`config.mk`:
```
export PLATFORM = sky130hd
export DESIGN_NAME = i2c_wb_arbiter
export DESIGN_NICKNAME = d
export VERILOG_FILES = /design/src/rtl/i2c_wb_arbiter.sv
export SDC_FILE = /design/constraint.sdc
export NUM_CORES = 1
export LEC_CHECK = 0
export ABC_CLOCK_PERIOD_IN_PS = 2400
export BUFFER_PORTS_ARGS = -buffer_cell sky130_fd_sc_hd__buf_2
export CAP_MARGIN = 20
export CELL_PAD_IN_SITES_DETAIL_PLACEMENT = 1
export CELL_PAD_IN_SITES_GLOBAL_PLACEMENT = 1
export CORE_UTILIZATION = 21
export CTS_CLUSTER_SIZE = 8
export DETAILED_ROUTE_END_ITERATION = 10
export PLACE_DENSITY = 0.84
export SETUP_SLACK_MARGIN = 0.05
export SYNTH_ARGS = -nofsm -noshare
export SYNTH_HDL_FRONTEND = slang
export SYNTH_SLANG_ARGS = --single-unit
```
`constraint.sdc`:
```
create_clock -name clk -period 2.4 [get_ports clk]
set_input_delay 0.24 -clock clk [delete_from_list [all_inputs] [get_ports clk]]
set_output_delay 0.24 -clock clk [all_outputs]
set_load 0.01 [all_outputs]
```
`src/rtl/i2c_wb_arbiter.sv`:
```
// Two-master Wishbone arbiter in front of the I2C core register port; a grant spans a whole I2C transaction.
// Optional stall timeout is enabled by defining I2C_ARB_TIMEOUT_EN.
module i2c_wb_arbiter #(
    parameter int TIMEOUT_CYCLES = 255
) (
    input  logic       clk,
    input  logic       rst_n,
    input  logic       m0_req,
    input  logic       m1_req,
    output logic       m0_gnt,
    output logic       m1_gnt,
    input  logic [2:0] m0_addr,
    input  logic [2:0] m1_addr,
    input  logic [7:0] m0_wr_data,
    input  logic [7:0] m1_wr_data,
    input  logic       m0_we,
    input  logic       m0_stb,
    input  logic       m0_cyc,
    input  logic       m1_we,
    input  logic       m1_stb,
    input  logic       m1_cyc,
    output logic [7:0] m0_rd_data,
    output logic [7:0] m1_rd_data,
    output logic       m0_ack,
    output logic       m1_ack,
    output logic       m0_err,
    output logic       m1_err,
    output logic [2:0] s_addr,
    output logic [7:0] s_wr_data,
    output logic       s_we,
    output logic       s_stb,
    output logic       s_cyc,
    input  logic [7:0] s_rd_data,
    input  logic       s_ack,
    output logic       owner
);

    typedef enum logic [1:0] {IDLE, GNT0, GNT1, FLUSH} state_t;

    state_t state;
    state_t arb_state;
    logic   arb_owner;
    logic   req0_ok;
    logic   req1_ok;
    logic   rel0;
    logic   rel1;
    logic   timeout;

    // A master with a cycle still open keeps the grant until the core acks it.
    assign rel0 = !m0_req && (!m0_cyc || s_ack);
    assign rel1 = !m1_req && (!m1_cyc || s_ack);

    always_comb begin
        arb_state = IDLE;
        arb_owner = owner;
        if (req0_ok && req1_ok) begin
            arb_state = owner ? GNT0 : GNT1;
            arb_owner = !owner;
        end else if (req0_ok) begin
            arb_state = GNT0;
            arb_owner = 1'b0;
        end else if (req1_ok) begin
            arb_state = GNT1;
            arb_owner = 1'b1;
        end
    end

    always_comb begin
        s_addr    = '0;
        s_wr_data = '0;
        s_we      = 1'b0;
        s_stb     = 1'b0;
        s_cyc     = 1'b0;
        case (state)
            GNT0: begin
                s_addr    = m0_addr;
                s_wr_data = m0_wr_data;
                s_we      = m0_we;
                s_stb     = m0_stb;
                s_cyc     = m0_cyc;
            end
            GNT1: begin
                s_addr    = m1_addr;
                s_wr_data = m1_wr_data;
                s_we      = m1_we;
                s_stb     = m1_stb;
                s_cyc     = m1_cyc;
            end
            default: ;
        endcase
    end

    // Read data is gated to the owner so register contents never leak across requesters.
    assign m0_ack     = (state == GNT0) && s_ack;
    assign m1_ack     = (state == GNT1) && s_ack;
    assign m0_rd_data = m0_ack ? s_rd_data : 8'h00;
    assign m1_rd_data = m1_ack ? s_rd_data : 8'h00;

`ifdef I2C_ARB_TIMEOUT_EN
    localparam logic [7:0] STALL_LAST = 8'(TIMEOUT_CYCLES - 1);

    logic [7:0] stall_cnt;
    logic       blk0;
    logic       blk1;
    logic       in_gnt;
    logic       stalling;

    assign in_gnt   = (state == GNT0) || (state == GNT1);
    assign stalling = in_gnt && s_cyc && s_stb && !s_ack;
    assign timeout  = stalling && (stall_cnt == STALL_LAST);
    assign req0_ok  = m0_req && !blk0;
    assign req1_ok  = m1_req && !blk1;

    // A timed-out master stays blocked until it has dropped req for a cycle.
    always_ff @(posedge clk or negedge rst_n) begin
        if (!rst_n) begin
            stall_cnt <= '0;
            blk0      <= 1'b0;
            blk1      <= 1'b0;
            m0_err    <= 1'b0;
            m1_err    <= 1'b0;
        end else begin
            m0_err <= timeout && (state == GNT0);
            m1_err <= timeout && (state == GNT1);
            if (timeout || s_ack || !in_gnt) begin
                stall_cnt <= '0;
            end else if (stalling) begin
                stall_cnt <= stall_cnt + 8'd1;
            end
            if (!m0_req) begin
                blk0 <= 1'b0;
            end else if (timeout && (state == GNT0)) begin
                blk0 <= 1'b1;
            end
            if (!m1_req) begin
                blk1 <= 1'b0;
            end else if (timeout && (state == GNT1)) begin
                blk1 <= 1'b1;
            end
        end
    end
`else
    assign timeout = 1'b0;
    assign req0_ok = m0_req;
    assign req1_ok = m1_req;
    assign m0_err  = 1'b0;
    assign m1_err  = 1'b0;
`endif

    always_ff @(posedge clk or negedge rst_n) begin
        if (!rst_n) begin
            state  <= IDLE;
            owner  <= 1'b1;
            m0_gnt <= 1'b0;
            m1_gnt <= 1'b0;
        end else begin
            case (state)
                IDLE, FLUSH: begin
                    state  <= arb_state;
                    m0_gnt <= (arb_state == GNT0);
                    m1_gnt <= (arb_state == GNT1);
                    if (arb_state != IDLE) begin
                        owner <= arb_owner;
                    end
                end
                GNT0: begin
                    if (rel0 || timeout) begin
                        state  <= FLUSH;
                        m0_gnt <= 1'b0;
                    end
                end
                GNT1: begin
                    if (rel1 || timeout) begin
                        state  <= FLUSH;
                        m1_gnt <= 1'b0;
                    end
                end
                default: begin
                    state  <= IDLE;
                    m0_gnt <= 1'b0;
                    m1_gnt <= 1'b0;
                end
            endcase
        end
    end

endmodule

```
==> Yosys cells after proc, flatten, opt, wreduce, memory -nomap -nowiden <==
Index checks and enable logic that the tools add are counted.
{ "op_classes": {"n_eq_ne": 7, "mux": 21, "reduce_logical": 22} }
{ "op_table": {"columns": ["cell", "count"], "rows": [
  ["$mux 8", 2],
  ["$pmux 8 s2", 1],
  ["$mux 2", 6],
  ["$pmux 1 s2", 5],
  ["$eq 2x2->1 const B", 3],
  ["$pmux 2 s3", 1],
  ["$pmux 3 s2", 1],
  ["$reduce_and 2->1", 3],
  ["$reduce_bool 2->1", 3],
  ["$logic_and 1x1->1", 5],
  ["$logic_not 1->1", 5],
  ["$mux 1", 5],
  ["$eq 2x1->1 const B", 2],
  ["$ne 2x2->1 const B", 2],
  ["$reduce_and 3->1", 1],
  ["$reduce_bool 3->1", 1],
  ["$logic_not 2->1", 1],
  ["$logic_or 1x1->1", 2],
  ["$reduce_or 2->1", 1]
]} }
{ "totals": {"register_bits": 5, "inputBits": 41, "out_inout_bits": 37, "word_cells": 54} }

==> Logic depth before layout (Yosys ltp) <==
Gate-level depths: netlist of run 1.
{ "depth": {"word_depth": 5, "depth_mapped": 6, "ltp_nobuf": 5} }

==> Least setup slack after synthesis of run 1 <==
Ideal clock, no wire load.
{ "synth_timing": {"path_type": "register -> output", "start": "register state[0]", "end": "output port s_addr[0]", "t_arrival_ns": 1.227, "required_time_ns": 2.160, "path_slack_ns": 0.933, "path_stages_with_launch": 6, "n_path_buf": 2, "cell_sequence": "dfrtp_1 > inv_1 > ha_1 > buf_2 > buf_1 > nor2_1"} }
{ "synth_between": {"elab_chain_len": 2, "word_cells_on_any_way": 3, "classes_between": "2 x eq/ne; 1 x mux"} }
{ "synth_rtl": {"columns": ["element", "line_no", "rtl"], "rows": [
  ["start: declaration", "40", "state_t state;"],
  ["start signal: assignment", "159", "state <= arb_state;"],
  ["$eq 2x2->1 / $eq 2x1->1 (equally long branches)", "74", "case (state)"],
  ["$pmux 3 s2 *", "74", null],
  ["end: declaration", "28", "output logic [2:0] s_addr,"]
]} }
Every way passes the cells marked *; elsewhere a longest branch is shown, timed or not.

==> Worst setup path after layout of run 1 <==
{ "layout_timing": {"start": "register state[0]", "end": "output port s_cyc"} }
{ "layout_between": {"elab_chain_len": 2, "word_cells_on_any_way": 3, "classes_between": "2 x eq/ne; 1 x mux"} }
{ "layout_rtl": {"columns": ["element", "line_no", "rtl"], "rows": [
  ["$eq 2x2->1 / $eq 2x1->1 (equally long branches)", "74", null],
  ["$pmux 1 s2 *", "74", null],
  ["end: declaration", "32", "output logic s_cyc,"]
]} }
Marks and branches as above.

==> results by group, run 1 <==
Outcome
  – Status: finished with violations
  – Failing checks: DRC

Worst setup path
  – Worst endpoint required time: around 2.2 ns
  – CP arrival: approximately 1.8 ns
  – Critical path peak fanout: 14
  – Critical-path top delay cell: ha_1
  – Cells on worst reg2reg path: 5
  – Reg2Reg Launch Point: state[0]
  – WS Path Type: register to output pin
  – Reg2reg end: m1_gnt
  – Crit. Startpoint: state[0]
  – Critical path endpoint category: output pin
  – Worst Setup Start Kind: register
  – CP Cell Sequence: inv_1 -> ha_1 -> buf_4 -> a22oi_1 -> nor2_1 -> buf_2
  – Largest stage delay on the critical path: roughly 0.5 ns
  – Setup slack, reg-to-reg: around 0.70 ns
  – Worst Setup EP: s_cyc

Logic synthesis
  – Async S/R FF share, synth: 1.00
  – Mapped cell area: approximately 640 um^2
  – Flops & latches, synth: 5
  – Distinct cells, synth: 29
  – Syn Inst Count: 86
  – Main synth FF type: dfrtp_1
  – Register area share after synthesis: 0.197
  – Number of enable flip-flop cells after synthesis: 0
  – Yosys synthesis warning count: 0
  – Mean Syn Cell Area: 7.46 um^2

CTS
  – Post_cts resized: 0
  – CTS tree: done
  – Clk root buf: clkbuf_4
  – H-tree depth: 1
  – Clock Latency Late Sink: about 0.24 ns
  – Number of setup buffers added after CTS: 0
  – Clock-pin slew on the worst setup and hold paths: roughly 0.05 ns
  – Hold buffers post-CTS: 1
  – Clk sink count: 5
  – CTS buffer count: 3
  – CTS max path bufs: 2

STA
  – Skew final: roughly 0.0033 ns
  – Hold Fails Final Rpt: 0
  – Endpoints failing setup: 0
  – Slew HR: 0.584
  – Post-Route Setup TNS: 0 ns
  – Final Cycle Share: 0.861
  – Max-slew violations: 0
  – FMAX: a little under 500 MHz
  – RSZ-0062 raised after global routing: no
  – Slew @ Worst Pin: around 0.62 ns
  – Hold_ws: approximately 0.21 ns
  – Tmin final: 2.07 ns

Cells and area
  – Number of fill cells: a little under 400
  – Proportion of layout cells with a drive suffix above 1: 0.572
  – Antenna fix cells: 0
  – Post-layout nets: slightly above 200
  – P&R area growth vs syn: 64.3%
  – Layout Cells excl Fill: 190

Power
  – Static leakage: approximately 0.00067 uW
  – Peak supply drop: roughly 0.4 mV
  – Power, Total: 1130 uW
  – PwrDens: between 1000 and 1500 nW/um^2

Floorplanning
  – Area of the die: around 3300 um^2
  – Core Rows: 19
  – Die Span Y: 57.3 um
  – Core Area: ~2800 um^2
  – I/O Pins: 78
  – Die Wd: around 57 um
  – Starting Density: 0.227

Detailed routing
  – Starting DRT DRC Count: 63
  – Number of remaining DRC errors: 15
  – Drt via density: 4.82
  – First drt pass iteration count: 6
  – Routed Antenna Nets: 0
  – Final WL: 2650 um
  – Via count: 916
  – WL/cell: 14.0 um

Min path
  – HP Class: input pin to register
  – Hold depth: 2

Global route
  – Largest net degree at the start of global routing: 21
  – Antenna violations before repair: 0
  – Total gr overflow: 0
  – GRT Util Overall: 0.170
  – First-pass GRT wire length: 4340 um
  – Via count of the first global-routing pass: ~930

Placed design
  – IO Port Bufs: 75
  – Cell total after placement: around 190
  – Final RePlAce weighted congestion: around 0.7
  – Post-DP HPWL: between 2000 and 2500 um

Flow run
  – Max_cap viols: 0
[metal layers]
metal / part of all wire / wire [um] / GRT usage / vias to the layer above
met5: 0 / 0 / 0 / -
met2: 0.55 / 1450 / 0.326 / 42
li1: - / - / - / 446
met1: 0.38 / 1010 / 0.187 / 426
met4: 0.0075 / 20 / 0.0627 / 0
met3: 0.065 / 171 / 0.0272 / 2
[report_power, final]
group | leakage [uW] | total [uW] | switching (uW) | internal, uW
Sequential | 0.0000565 | 165 | 28.6 | 136
Combinational | 0.000596 | 861 | 500 | 362
Clock | 0.0000150 | 102 | 38.7 | 63.1
[critical path: cells and delay by family, from the launching register on]
| kind | cells | cell delay (ns) |
|---|---|---|
| AO/OA/AOI/OAI | 1 | 0.10 |
| adder cells (fa/ha/maj) | 1 | 0.49 |
| AND/OR/NAND/NOR | 1 | 0.11 |
| buffers and inverters | 3 | 0.49 |
| flip-flops | 1 | 0.39 |
[final cells by class]
class,count,area (um^2),share of cell area
repair buffers,78,400,0.380
flip-flops and latches,5,126,0.120
inverters,3,11.3,0.0107
clock buffers,4,26.3,0.0249
multi-input cells,69,452,0.428
well taps,31,38.8,0.0368
[kinds of logic after synthesis]
logic type,Yosys count,synth area share
AND/OR/NAND/NOR,39,0.339
flip-flops,5,0.197
other,1,0.00584
multiplexers,2,0.0390
AO/OA/AOI/OAI,24,0.275
adder cells (fa/ha/maj),2,0.0390
buffers and inverters,13,0.105
[worst min path at each step]
stage          endpoint   start
2_1_floorplan    m0_gnt   rst_n
3_3_place_gp     m1_gnt   rst_n
3_5_place_dp     m1_gnt   rst_n
4_1_cts           owner  m0_req
5_1_grt           owner  m0_req
6_report          owner  m0_req
[cell usage after synthesis (all sizes together) (2+ instances only)]
library cell | number | share of area
nor2 | 15 | 0.088
nor2b | 3 | 0.041
buf | 7 | 0.070
a21oi | 4 | 0.031
nand2 | 2 | 0.016
inv | 3 | 0.018
dfrtp | 4 | 0.16
ha | 2 | 0.039
a22oi | 14 | 0.16
o21ai | 3 | 0.047
clkbuf | 3 | 0.018
and2 | 2 | 0.019
and3 | 16 | 0.17
[metrics by stage]
step	area (um^2)	util	setup WS, ns
final	1050	0.373	0.333
after global routing	1050	0.373	0.136
after CTS	1050	0.373	0.321
after detailed placement	1020	0.360	0.591
after global placement	1020	0.360	0.674
after floorplan	646	-	0.933
[registers in the layout (all words and copies together), names as in the netlist]
register  flops
owner         1
state         2
m0_gnt        1
m1_gnt        1
[layout by cell type (no fill, tap or decap), types with 2 or more instances in the layout]
master and instances:
a22oi_1 14, a21oi_1 4, ha_1 2, conb_1 2
buf_4 2, dfrtp_1 4, buf_2 75, and2_1 2
and3_2 5, nor2b_1 2, nor2_1 15, and3_1 11
clkbuf_4 3, inv_1 3
Power figures use the tool's default switching activity.
==> inputs of run 2 (changes only) <==
--- a/config.mk
+++ b/config.mk
@@ -8,7 +8,7 @@
 export ABC_CLOCK_PERIOD_IN_PS = 2400
 export BUFFER_PORTS_ARGS = -buffer_cell sky130_fd_sc_hd__buf_2
 export CAP_MARGIN = 20
-export CELL_PAD_IN_SITES_DETAIL_PLACEMENT = 1
+export CELL_PAD_IN_SITES_DETAIL_PLACEMENT = 0
 export CELL_PAD_IN_SITES_GLOBAL_PLACEMENT = 1
 export CORE_UTILIZATION = 21
 export CTS_CLUSTER_SIZE = 8
==> results by group, run 2 (same netlist as run 1, synthesis figures left out) <==
Outcome
  – Status: finished with violations
  – Failing checks: DRC

Power
  – Peak supply drop: roughly 0.35 mV
  – PwrDens: approximately 1100 nW/um^2
  – Static leakage: between 0.0006 and 0.0007 uW
  – Power, Total: 1110 uW

Detailed routing
  – Via count: about 900
  – Number of remaining DRC errors: 7
  – WL/cell: 11.8 um
  – Starting DRT DRC Count: 116
  – First drt pass iteration count: 7
  – Final WL: roughly 2200 um
  – Routed Antenna Nets: 0
  – Drt via density: between 4 and 5

CTS
  – Clock Latency Late Sink: around 0.25 ns
  – CTS tree: done
  – Clk root buf: clkbuf_4
  – Number of setup buffers added after CTS: 0
  – CTS max path bufs: 2
  – Clk sink count: 5
  – Clock-pin slew on the worst setup and hold paths: about 0.050 ns
  – CTS buffer count: 3
  – H-tree depth: 1

Floorplanning
  – Area of the die: ~3300 um^2
  – Core Rows: 19
  – Core Area: 2830 um^2
  – Die Span Y: 57.3 um
  – Starting Density: 0.227
  – I/O Pins: between 70 and 80
  – Die Wd: approximately 57 um

STA
  – Post-Route Setup TNS: 0 ns
  – RSZ-0062 raised after global routing: no
  – Endpoints failing setup: 0
  – Skew final: roughly 0.006 ns
  – Final setup margin: between 0.3 and 0.4 ns
  – FMAX: 488 MHz
  – Hold Fails Final Rpt: 0
  – Max-slew violations: 0
  – Slew HR: 0.612
  – Slew @ Worst Pin: 0.581 ns
  – Tmin final: between 2 and 2.5 ns
  – Final Cycle Share: 0.854

Worst setup path
  – Worst Setup Start Kind: register
  – Critical path peak fanout: 14
  – WS Path Type: register to output pin
  – CP arrival: 1.81 ns
  – Worst endpoint required time: 2.16 ns
  – Critical path endpoint category: output pin

Global route
  – First-pass GRT wire length: 3530 um
  – GRT Util Overall: 0.136
  – Largest net degree at the start of global routing: 21
  – Via count of the first global-routing pass: between 700 and 800
  – Total gr overflow: 0
  – Antenna violations before repair: 0

Placed design
  – Final RePlAce weighted congestion: ~0.72
  – IO Port Bufs: 75
  – Placement Setup Slack: about 0.61 ns
  – Post-DP HPWL: approximately 1800 um
  – Cell total after placement: about 190

Cells and area
  – Commonest non-fill, non-tap cell in the layout: buf_2
  – Layout Cells excl Fill: between 150 and 200
  – Most frequent cells in the layout: buf_2, nor2_1, a22oi_1, and3_1, and3_2
  – Post-layout nets: between 200 and 250
  – Largest register FFs: 2
  – Antenna fix cells: 0
  – Top reg by flops: state
  – Final Util: 0.373
  – P&R area growth vs syn: 64.3%
  – Proportion of layout cells with a drive suffix above 1: 0.572

Min path
  – HP Class: input pin to register

Flow run
  – Max_cap viols: 0
==> run 2: cell counts in the layout (fill, tap and decap cells not counted) <==
Identical to the previous run, type by type.
==> run 2: worst paths after layout <==
path / from / end / slack [ns] / depth (start not counted)
worst max register to register: state[0] / m1_gnt / 0.73 / 5
min in group asynchronous: rst_n / state[1] / 0.33 / 2
worst max-delay path: state[0] / s_wr_data[5] / 0.35 / 6
worst min-delay path: m0_req / owner / 0.21 / 2
max in group asynchronous: rst_n / owner / 1.86 / 2
worst min register to register: m1_gnt / m1_gnt / 0.51 / 2
==> run 2: critical path, cell delays in order, from the launching register on <==
cell	delay, ns
dfrtp_1	0.39
inv_1	0.07
ha_1	0.51
buf_4	0.27
a22oi_1	0.10
nor2_1	0.09
buf_2	0.14
==> run 2: power by group <==
part	switching (uW)	total [uW]	internal, uW
Clock	39.4	103	63.2
Combinational	482	843	362
Sequential	28.0	164	136
Total	549	1110	561
==> run 2: routing by layer <==
layer | vias up | wire (um) | share of wire | global-route usage
met1 | 392 | 920 | 0.41 | 0.160
met2 | 48 | 1120 | 0.50 | 0.242
li1 | 445 | - | - | -
met4 | 0 | 14 | 0.0062 | 0.0627
met3 | 2 | 186 | 0.083 | 0.0227
met5 | - | 0 | 0 | 0
==> run 2: timing repair <==
| action | 4_1_cts | 5_1_grt |
|---|---|---|
| hold endpoints to repair | 5 | 0 |
| gates resized for setup | 0 | 0 |
| hold buffers | 1 | 0 |
==> run 2: stage by stage <==
step	hold slack, ns	instance area (um^2)
after floorplan	-0.0556	646
after global placement	0.0602	1020
after detailed placement	0.0647	1020
after CTS	0.202	1050
after global routing	0.219	1050
final	0.207	1050
==> run 2: final cells by class <==
cell class / instances / area [um^2]
clock buffer: 4 / 26.3
fill: 312 / 1770
inverter: 3 / 11.3
multi-input combinational: 69 / 452
sequential: 5 / 126
tap: 31 / 38.8
timing repair buffer: 78 / 400
==> inputs of run 3 (changes only) <==
--- a/config.mk
+++ b/config.mk
@@ -14,7 +14,9 @@
 export CTS_CLUSTER_SIZE = 8
 export DETAILED_ROUTE_END_ITERATION = 10
 export PLACE_DENSITY = 0.84
+export REMOVE_ABC_BUFFERS = 1
 export SETUP_SLACK_MARGIN = 0.05
+export SLEW_MARGIN = 40
 export SYNTH_ARGS = -nofsm -noshare
 export SYNTH_HDL_FRONTEND = slang
 export SYNTH_SLANG_ARGS = --single-unit
==> results by group, run 3 (same netlist as run 1, synthesis figures left out) <==
Worst setup path
  – Cells on worst reg2reg path: 4
  – Critical path peak fanout: 13
  – CP arrival: ~1.7 ns
  – Critical path endpoint category: output pin
  – Crit. path cell count: 6
  – WS Path Type: register to output pin
  – Setup slack, reg-to-reg: 0.71 ns
  – Critical-path top delay cell: ha_1
  – CP top delay family: buffers and inverters
  – Worst Setup Start Kind: register
  – Worst endpoint required time: around 2.2 ns
  – Largest stage delay on the critical path: a little over 0.4 ns
  – Worst path bufs/invs: 3
  – CP Cell Sequence: inv_1 -> ha_1 -> buf_4 -> a22oi_1 -> nor2_1 -> buf_2

Cells and area
  – Layout Cells excl Fill: 190
  – Most frequent cells in the layout: buf_2, nor2_1, a22oi_1, and3_1, and3_2
  – Largest register FFs: 2
  – Proportion of layout cells with a drive suffix above 1: 0.572
  – Final Util: 0.373
  – P&R area growth vs syn: 64.3%
  – Post-layout nets: just over 200
  – Finished Cell Area: around 1100 um^2
  – Antenna fix cells: 0
  – Commonest non-fill, non-tap cell in the layout: buf_2
  – Top reg by flops: state

STA
  – Endpoints failing setup: 0
  – Slew HR: 0.610
  – Final Cycle Share: 0.816
  – Tmin final: ~2 ns
  – Skew final: approximately 0.0043 ns
  – Hold Fails Final Rpt: 0
  – Post-Route Setup TNS: 0 ns
  – RSZ-0062 raised after global routing: no
  – FMAX: slightly above 500 MHz
  – Max-slew violations: 0
  – Final setup margin: between 0.4 and 0.5 ns
  – Slew @ Worst Pin: 0.585 ns

Detailed routing
  – Routed Antenna Nets: 0
  – Number of remaining DRC errors: 7
  – Starting DRT DRC Count: just under 50
  – Via count: approximately 890
  – Final WL: about 2200 um
  – WL/cell: between 10 and 15 um
  – First drt pass iteration count: 7
  – Drt via density: 4.66

Global route
  – First-pass GRT wire length: roughly 3600 um
  – Via count of the first global-routing pass: 808
  – Total gr overflow: 0
  – GRT Util Overall: 0.138
  – Antenna violations before repair: 0
  – Largest net degree at the start of global routing: 21

CTS
  – H-tree depth: 1
  – Post_cts resized: 0
  – Clock-pin slew on the worst setup and hold paths: 0.04 ns
  – CTS max path bufs: 2
  – Clock Latency Late Sink: ~0.25 ns
  – Clk sink count: 5
  – CTS buffer count: 3
  – CTS tree: done
  – Clk root buf: clkbuf_4

Floorplanning
  – Die Span Y: approximately 57 um
  – Core Rows: 19
  – Die Wd: 57.3 um
  – Starting Density: 0.227
  – Area of the die: between 3000 and 4000 um^2
  – Core Area: 2830 um^2
  – I/O Pins: 78

Power
  – Static leakage: about 0.00067 uW
  – PwrDens: between 1000 and 1500 nW/um^2
  – Peak supply drop: roughly 0.46 mV

Placed design
  – Final RePlAce weighted congestion: approximately 0.75
  – IO Port Bufs: between 70 and 80
  – Placement Setup Slack: 0.684 ns
  – Cell total after placement: roughly 190
  – Placement Cell Area: 1020 um^2
  – Post-DP HPWL: 1800 um

Outcome
  – Status: finished with violations
  – Failing checks: DRC

Min path
  – HP Class: input pin to register
  – Hold depth: 2

Flow run
  – Max_cap viols: 0
## run 3: through the flow
stage	power (uW)	hold WS (ns)
floorplan	700	-0.0556
global placement	988	0.0575
detailed placement	1010	0.0588
CTS	1120	0.224
global route	1220	0.220
finish	1110	0.225
## run 3: timing repair
item / 4_1_cts / 5_1_grt
endpoints found under the hold margin: 5 / 0
endpoints found under the setup margin: 0 / 0
hold buffers: 1 / 0
buffers inserted: 0 / 0
## run 3: worst paths after layout
path,endpoint,start
hold / removal,owner,m0_req
setup reg to reg,state[0],state[0]
hold reg to reg,m1_gnt,m1_gnt
max in group asynchronous,owner,rst_n
min in group asynchronous,m0_gnt,rst_n
setup / recovery,s_addr[1],state[0]
## run 3: layer usage
layer  track usage  wire length, um
met5             0                0
met4        0.0314               12
met3        0.0499              188
met2         0.247             1180
met1         0.157              847
## run 3: cell type report
cell class,count,area [um^2]
timing repair buffer,78,400
fill,311,1770
clock buffer,4,26.3
multi-input combinational,69,452
tap,31,38.8
inverter,3,11.3
sequential,5,126
## run 3: report_power, final
part / internal (uW) / switching [uW]
sequential: 137 / 33.3
combinational: 361 / 476
clock: 63.0 / 36.2
total: 560 / 546
